==> config.mk <==
export PLATFORM = sky130hd
export DESIGN_NAME = one_hot_demux
export DESIGN_NICKNAME = d
export VERILOG_FILES = /design/src/rtl/one_hot_demux_pkg.sv /design/src/rtl/one_hot_chk.sv /design/src/rtl/one_hot_demux.sv
export SDC_FILE = /design/constraint.sdc
export NUM_CORES = 1
export LEC_CHECK = 0
export ABC_AREA = 0
export BUFFER_PORTS_ARGS = -buffer_cell sky130_fd_sc_hd__buf_4
export CAP_MARGIN = 15
export CORE_MARGIN = 2
export CORE_UTILIZATION = 43
export DETAILED_ROUTE_END_ITERATION = 8
export PLACE_DENSITY_LB_ADDON = 0.08
export SLEW_MARGIN = 20
export SYNTH_ARGS = -nofsm -noshare
export SYNTH_HDL_FRONTEND = slang
export SYNTH_SLANG_ARGS = --single-unit
==> constraint.sdc <==
create_clock -name clk -period 2.1 [get_ports clk]
set_clock_uncertainty 0.2 [all_clocks]
set_input_delay 0.315 -clock clk [delete_from_list [all_inputs] [get_ports clk]]
set_output_delay 0.315 -clock clk [all_outputs]
set_load 0.01 [all_outputs]
==> src/rtl/one_hot_demux_pkg.sv <==
// Shared defaults and select-legality helper for the one-hot demux path.
package one_hot_demux_pkg;

  localparam int WIDTH_DEF = 32;
  localparam int CNT_DEF   = 5;
  localparam int CNT_W_DEF = 16;

  // A zero select is never legal; multi-hot is legal only when checking is off.
  function automatic logic sel_legal(input logic is_zero, input logic is_onehot,
                                     input logic one_hot_check);
    return is_onehot | (~one_hot_check & ~is_zero);
  endfunction

endpackage

==> src/rtl/one_hot_chk.sv <==
// Combinational select classifier: flags an all-zero select and an exactly-one-hot select.
module one_hot_chk
  import one_hot_demux_pkg::*;
#(
  parameter int CNT = CNT_DEF
) (
  input  logic [CNT-1:0] i_sel,
  output logic           o_is_zero,
  output logic           o_is_onehot
);

  logic [CNT-1:0] w_sel_m1;

  assign w_sel_m1    = i_sel - CNT'(1);
  assign o_is_zero   = (i_sel == '0);
  // Clearing the lowest set bit leaves zero only for a single-bit value.
  assign o_is_onehot = ~o_is_zero & ((i_sel & w_sel_m1) == '0);

endmodule

==> src/rtl/one_hot_demux.sv <==
// One-stage valid/ready demux to CNT destinations by one-hot select.
// Illegal selects are consumed and dropped, with a sticky flag and saturating count.
module one_hot_demux
  import one_hot_demux_pkg::*;
#(
  parameter int WIDTH         = WIDTH_DEF,
  parameter int CNT           = CNT_DEF,
  parameter bit ONE_HOT_CHECK = 1'b0,
  parameter int CNT_W         = CNT_W_DEF
) (
  input  logic             clk,
  input  logic             rst,
  input  logic             in_vld,
  output logic             in_rdy,
  input  logic [WIDTH-1:0] in_data,
  input  logic [CNT-1:0]   in_sel,
  output logic [CNT-1:0]   out_vld,
  input  logic [CNT-1:0]   out_rdy,
  output logic [WIDTH-1:0] out_data,
  output logic             err,
  input  logic             err_clr,
  output logic [CNT_W-1:0] drop_cnt
);

  logic             r_full;
  logic [CNT-1:0]   r_sel;
  logic [WIDTH-1:0] r_data;
  logic             r_err;
  logic [CNT_W-1:0] r_drop_cnt;

  logic w_is_zero;
  logic w_is_onehot;
  logic w_legal;
  logic w_ret;
  logic w_acc;
  logic w_load;
  logic w_drop;

  one_hot_chk #(.CNT(CNT)) u_chk (
    .i_sel       (in_sel),
    .o_is_zero   (w_is_zero),
    .o_is_onehot (w_is_onehot)
  );

  assign w_legal = sel_legal(w_is_zero, w_is_onehot, ONE_HOT_CHECK);
  assign w_ret   = r_full & |(r_sel & out_rdy);
  assign in_rdy  = ~r_full | w_ret;
  assign w_acc   = in_vld & in_rdy;
  assign w_load  = w_acc & w_legal;
  assign w_drop  = w_acc & ~w_legal;

  assign out_vld  = r_sel & {CNT{r_full}};
  assign out_data = r_data;
  assign err      = r_err;
  assign drop_cnt = r_drop_cnt;

  always_ff @(posedge clk or posedge rst) begin
    if (rst) begin
      r_full <= 1'b0;
      r_sel  <= '0;
      r_data <= '0;
    end else if (w_load) begin
      r_full <= 1'b1;
      r_sel  <= in_sel;
      r_data <= in_data;
    end else if (w_ret) begin
      r_full <= 1'b0;
    end
  end

  // A drop outranks a simultaneous clear so the event is never lost.
  always_ff @(posedge clk or posedge rst) begin
    if (rst) begin
      r_err      <= 1'b0;
      r_drop_cnt <= '0;
    end else if (w_drop) begin
      r_err <= 1'b1;
      if (err_clr)
        r_drop_cnt <= CNT_W'(1);
      else if (~&r_drop_cnt)
        r_drop_cnt <= r_drop_cnt + CNT_W'(1);
    end else if (err_clr) begin
      r_err      <= 1'b0;
      r_drop_cnt <= '0;
    end
  end

endmodule

==> run_results.csv, run 1 <==
group,metric,value,unit
floorplan,die_w,79.5,µm
critical_path,r2r_setup_slack,60,ps
global_routing,grt_util_all_layers,0.184,
pwr,peakVddDrop,463,µV
placed_design,gp_congestion,0.827,
clocking,root_buffer,"clkbuf_8",
clocking,cts_tree,"yes",
critical_path,slowest_stage,"or4b_4",
critical_path,r2r-end,"drop_cnt[15]",
pwr,p_switching,0.706,mW
critical_path,slowest_delay,480,ps
timing,period_needed,2040,ps
pwr,netSwitchingFraction,0.264,
floorplan,initial_utilization,0.445,
detailed_routing,drtIter0Drc,91,
finish,fill_cells,465,
clocking,cts_sinks,55,
critical_path,cp_data_required_time,2150,ps
yosys,avgSynthCellArea,12.4,µm²
clocking,cts_made_buffers,5,
critical_path,cp-start-kind,"register",
floorplan,core_area,5510,µm²
critical_path,rr_worst_depth,6,
clocking,clockBufferDepth,2,
critical_path,reg2reg_from,"drop_cnt[0]",
yosys,synth-seq-cells,55,
timing,worst_pin_slew,432,ps
detailed_routing,via_count,2014,
yosys,ys_warn_count,0,
floorplan,io-pin-count,101,
outcome,status,"finished clean",
flow_run,cap_viol_max_count,0,
yosys,syn_area,2450,µm²
hold_path,min_from,"in_data[13]",
detailed_routing,avgRoutedWirePerCell,14.5,µm
yosys,seq_area_frac_synth,0.562,
pwr,pwr_density_cell,748,nW/µm²
pwr,pwr-share-seq,0.480,
timing,post-route-period-util,0.974,
detailed_routing,routed_wl,5.67,mm
global_routing,antenna_found_initial,0,
hold_path,hold_path.class,"input pin to register",
placed_design,hpwl,4.26,mm
global_routing,grt_max_degree,39,
critical_path,crit_end,"drop_cnt[15]",
global_routing,grt_pass1_wl,9.22,mm
finish,multi_input_area,1040,µm²
critical_path,worstPathArrival,2090,ps
pwr,comb_power_share,0.251,
clocking,clk_pin_slew_worst_paths,100,ps
finish,n_antenna_cell,0,
critical_path,cp-end-kind,"register",
critical_path,critPathLaunch,"drop_cnt[0]",
global_routing,grt_pass1_vias,2014,
floorplan,num_rows,27,
floorplan,die_area,6320,µm²
finish,area_growth_syn_to_layout,45.8,%
detailed_routing,vias_per_cell,5.15,
clocking,clk_latency,310,ps
detailed_routing,ant_nets,0,
pwr,clockPowerShare,0.269,
placed_design,place.port_buffers,100,
timing,drv_slew,0,
critical_path,cp_max_fo,5,
yosys,ys_types,38,
yosys,netlist_instances,197,
pwr,p_int,1.97,mW
yosys,synth_top_area_cell,"dfrtp_1",
detailed_routing,drc,0,
timing,setup_viol,0,
finish,ff_latch_area,1380,µm²
timing,hold_viol_final,0,
floorplan,die_h,79.5,µm
finish,layout.nets,365,
yosys,synth_area_leaders,"dfrtp_1, mux2_2, a21oi_1",
critical_path,crit_chain,"ha_2, and3_4, and4_4, nor4_2, or4b_4, a21oi_2",
pwr,leakage,1.64,nW
detailed_routing,dr.pass1.iters,4,
critical_path,timing_worst_setup_path_type,"register to register",
placed_design,dp_slack,-37.7,ps
finish,drive_gt1_frac,0.552,
timing,setup_tns,0,ps
yosys,synth.top_cell.area_share,0.562,
yosys,synthesis.nets,244,
timing,setup_ws,55.3,ps
clocking,htree_levels,2,
timing,maxSlewHeadroom,0.711,
timing,max_freq,0.489,GHz
global_routing,grt_overflow,0,
==> cell families (layout without fill, tap and decap cells) <==
group           count (synthesis)  after routing  synth area share
simple gates                   61             61             0.149
compound gates                 32             32            0.0837
buf+inv                        10            132            0.0286
mux                            36             36             0.165
xor+xnor                        2              2           0.00715
fa+ha+maj                       1              1           0.00510
flops                          55             55             0.562
==> area by class of cell <==
| cell class | count | share of cell area |
|---|---|---|
| flip-flops and latches | 55 | 0.385 |
| multi-input cells | 132 | 0.292 |
| repair buffers | 121 | 0.262 |
| well taps | 72 | 0.0252 |
| clock buffers | 5 | 0.0193 |
| clock inverters | 3 | 0.0133 |
| inverters | 3 | 0.00315 |
==> how the worst min path moves through the flow <==
stage / to / depth (start not counted)
global placement: out_data[9] / 2
finish: out_data[13] / 2
global route: out_data[13] / 2
CTS: out_data[13] / 2
detailed placement: out_data[9] / 2
floorplan: out_data[18] / 1
==> per-layer routing <==
| metal | routed length, µm | up-vias | GRT usage |
|---|---|---|---|
| li1 | - | 977 | - |
| met1 | 2400 | 963 | 0.234 |
| met2 | 2790 | 69 | 0.312 |
| met3 | 431 | 5 | 0.0509 |
| met4 | 54 | 0 | 0.0414 |
| met5 | 0 | - | 0 |
==> power groups by stage <==
stage	Combinational, mW	Sequential [mW]	Clock, mW
6_report	0.671	1.28	0.718
5_1_grt	0.725	1.30	0.778
4_1_cts	0.679	1.28	0.735
3_5_place_dp	0.677	1.30	0
3_3_place_gp	0.667	1.30	0
2_1_floorplan	0.270	1.35	0
==> synthesized netlist by cell type, drive strengths merged <==
cell	n
dfrtp	55
mux2	36
a21oi	12
nand2	10
buf	7
o21ai	7
nand3	6
nand4	6
nor2	6
and2	5
and4	5
or3	5
nor4	4
a22o	3
inv	3
nand2b	3
nor3	3
or4	3
a311oi	2
and3	2
o31ai	2
a211oi	1
a21bo	1
a31o	1
and2b	1
ha	1
nor2b	1
o21a	1
o31a	1
o41ai	1
or4b	1
xnor2	1
xor2	1
==> state kept, by name, summed over array words and instances (netlist names) <==
| register | flops |
|---|---|
| r_full | 1 |
| drop_cnt | 16 |
| r_sel | 5 |
| out_data | 32 |
| err | 1 |
==> critical path: cells and delay by family, from the launching register on <==
kind | cells | cell delay [ps]
DFF | 1 | 390
and+or+nand+nor | 4 | 1070
adders and majority gates | 1 | 190
AOI/OAI and AO/OA | 1 | 120
==> cells in the final DEF, fill, tap and decap left out, drive strengths merged, types with 2 or more instances in the layout <==
| cell | n |
|---|---|
| buf | 120 |
| dfrtp | 55 |
| mux2 | 36 |
| a21oi | 12 |
| nand2 | 10 |
| o21ai | 7 |
| nand4 | 6 |
| nor2 | 6 |
| nand3 | 6 |
| or3 | 5 |
| and2 | 5 |
| clkbuf | 5 |
| and4 | 5 |
| nor4 | 4 |
| inv | 4 |
| nand2b | 3 |
| a22o | 3 |
| or4 | 3 |
| nor3 | 3 |
| o31ai | 2 |
| a311oi | 2 |
| and3 | 2 |
==> repair_timing <==
action                                 CTS  global route
resized for setup                        0             6
setup endpoints to repair                0             6
hold buffers                             1             0
buffers inserted                         0             1
endpoints found under the hold margin   16             0
==> through the flow <==
stage	hold WS, ps	cell area, µm²	std cells	power (mW)	util
final	23.5	3570	391	2.67	0.649
after global routing	7.44	3570	391	2.81	0.649
after CTS	14.6	3540	390	2.70	0.642
after detailed placement	143	3410	381	1.98	0.619
after global placement	142	3410	381	1.96	0.619
after floorplan	247	2460	197	1.62	-
No activity file was read; power rests on OpenSTA's default activity.
==> run 2: changes to the inputs <==
Settings changed: SETUP_SLACK_MARGIN from default to 0.4.
==> run_results.csv, run 2 (synthesis results as in run 1) <==
group,metric,value,unit
critical_path,worstPathArrival,2080,ps
critical_path,cp-start-kind,"register",
critical_path,cp_max_fo,7,
finish,final_util,0.760,
timing,setup_ws,18.6,ps
pwr,power,3.12,mW
clocking,clk_pin_slew_worst_paths,110,ps
floorplan,die_area,6320,µm²
placed_design,hpwl,4.40,mm
finish,n_antenna_cell,0,
floorplan,io-pin-count,101,
detailed_routing,drc,0,
timing,rsz0062_at_grt,"true",
timing,maxSlewHeadroom,0.620,
global_routing,grt_overflow,0,
finish,drive_gt1_frac,0.623,
clocking,cts_tree,"yes",
global_routing,grt_util_all_layers,0.218,
timing,setup_viol,0,
finish,layout.nets,388,
finish,layout_commonest_cell,"buf_4",
floorplan,num_rows,27,
pwr,leakage,2.00,nW
finish,mostFrequentLayoutCells,"buf_4, dfrtp_1, mux2_4, buf_6, a21oi_1",
timing,drv_slew,0,
detailed_routing,drtIter0Drc,182,
critical_path,timing_worst_setup_path_type,"register to register",
timing,hold_slack,18.0,ps
placed_design,gp_congestion,0.835,
detailed_routing,ant_nets,0,
global_routing,antenna_found_initial,0,
clocking,cts_sinks,55,
hold_path,hold_path.class,"input pin to register",
placed_design,dp_slack,32.0,ps
clocking,root_buffer,"clkbuf_8",
timing,post-route-period-util,0.991,
global_routing,grt_pass1_vias,2223,
global_routing,grt_max_degree,26,
detailed_routing,vias_per_cell,5.41,
finish,area_growth_syn_to_layout,70.8,%
critical_path,rr_worst_depth,7,
detailed_routing,routed_wl,7.20,mm
floorplan,die_w,79.5,µm
detailed_routing,via_count,2239,
hold_path,hold_path_depth,2,
placed_design,place_area,3490,µm²
detailed_routing,dr.pass1.iters,4,
floorplan,initial_utilization,0.445,
floorplan,die_h,79.5,µm
finish,largest_reg_flops,32,
timing,hold_viol_final,0,
pwr,pwr_density_cell,745,nW/µm²
clocking,htree_levels,2,
timing,period_needed,2080,ps
floorplan,core_area,5510,µm²
critical_path,cp-end-kind,"register",
outcome,status,"finished clean",
timing,max_freq,0.480,GHz
pwr,peakVddDrop,468,µV
placed_design,place.port_buffers,100,
finish,fin_area,4190,µm²
clocking,clk_latency,320,ps
detailed_routing,avgRoutedWirePerCell,17.4,µm
critical_path,cp_data_required_time,2100,ps
clocking,clockBufferDepth,2,
flow_run,cap_viol_max_count,0,
clocking,cts_made_buffers,5,
global_routing,grt_pass1_wl,10.9,mm
timing,worst_pin_slew,569,ps
==> run 2: cell count changes in the layout (fill, tap and decap cells not counted), moves of 3 or more <==
cell	previous run	this run
mux2_2	35	0
o21ai_0	7	3
buf_6	0	10
nand2_1	10	6
nand2_4	0	3
buf_12	2	5
o21ai_1	0	3
mux2_4	0	36
buf_16	0	3
buf_4	118	121
==> run 2: report_power, final <==
| part | switching (mW) | leakage [nW] | internal, mW |
|---|---|---|---|
| Clock | 0.384 | 0.0703 | 0.484 |
| Combinational | 0.334 | 1.25 | 0.610 |
| Sequential | 0.101 | 0.681 | 1.21 |
==> run 2: metrics by stage <==
stage | instances | setup TNS, ps
2_1_floorplan | 197 | 0
3_3_place_gp | 381 | 0
3_5_place_dp | 381 | 0
4_1_cts | 412 | 0
5_1_grt | 414 | -124
6_report | 414 | 0
==> run 2: layout make-up <==
type | instances | area (µm²)
clock buffer | 5 | 68.8
clock inverter | 3 | 71.3
fill | 378 | 1320
inverter | 3 | 15.0
multi-input combinational | 133 | 1300
sequential | 55 | 1380
tap | 72 | 90.1
timing repair buffer | 143 | 1260
==> run 2: final timing paths <==
path                               from           end  slack [ps]
max in group asynchronous           rst  out_data[18]         740
hold reg to reg            out_data[23]  out_data[23]         330
min in group asynchronous           rst  out_data[20]         410
hold / removal               in_data[4]   out_data[4]          20
setup / recovery                 r_full  drop_cnt[15]          20
setup reg to reg                 r_full  drop_cnt[15]          20
==> run 2: metal layers <==
layer | vias to the layer above | GRT usage | share of wire
met2 | 109 | 0.353 | 0.47
li1 | 1026 | - | -
met3 | 13 | 0.0543 | 0.070
met4 | 0 | 0.0621 | 0.019
met5 | - | 0 | 0
met1 | 1091 | 0.291 | 0.44
==> run 2: repair_timing <==
| action | CTS | global route |
|---|---|---|
| endpoints found under the hold margin | 23 | 0 |
| pin swaps | 16 | 10 |
| hold buffers | 2 | 0 |
| setup endpoints to repair | 55 | 57 |
| gates cloned | 4 | 1 |
| setup buffers | 17 | 1 |
| gates resized for setup | 33 | 30 |
==> run 2: worst max-delay path, stage by stage (launching register included) <==
cell,delay [ps]
dfrtp_2,450
a21bo_4,190
o31a_1,210
buf_4,140
buf_6,120
nand3_4,110
o41ai_1,450
a21oi_2,90
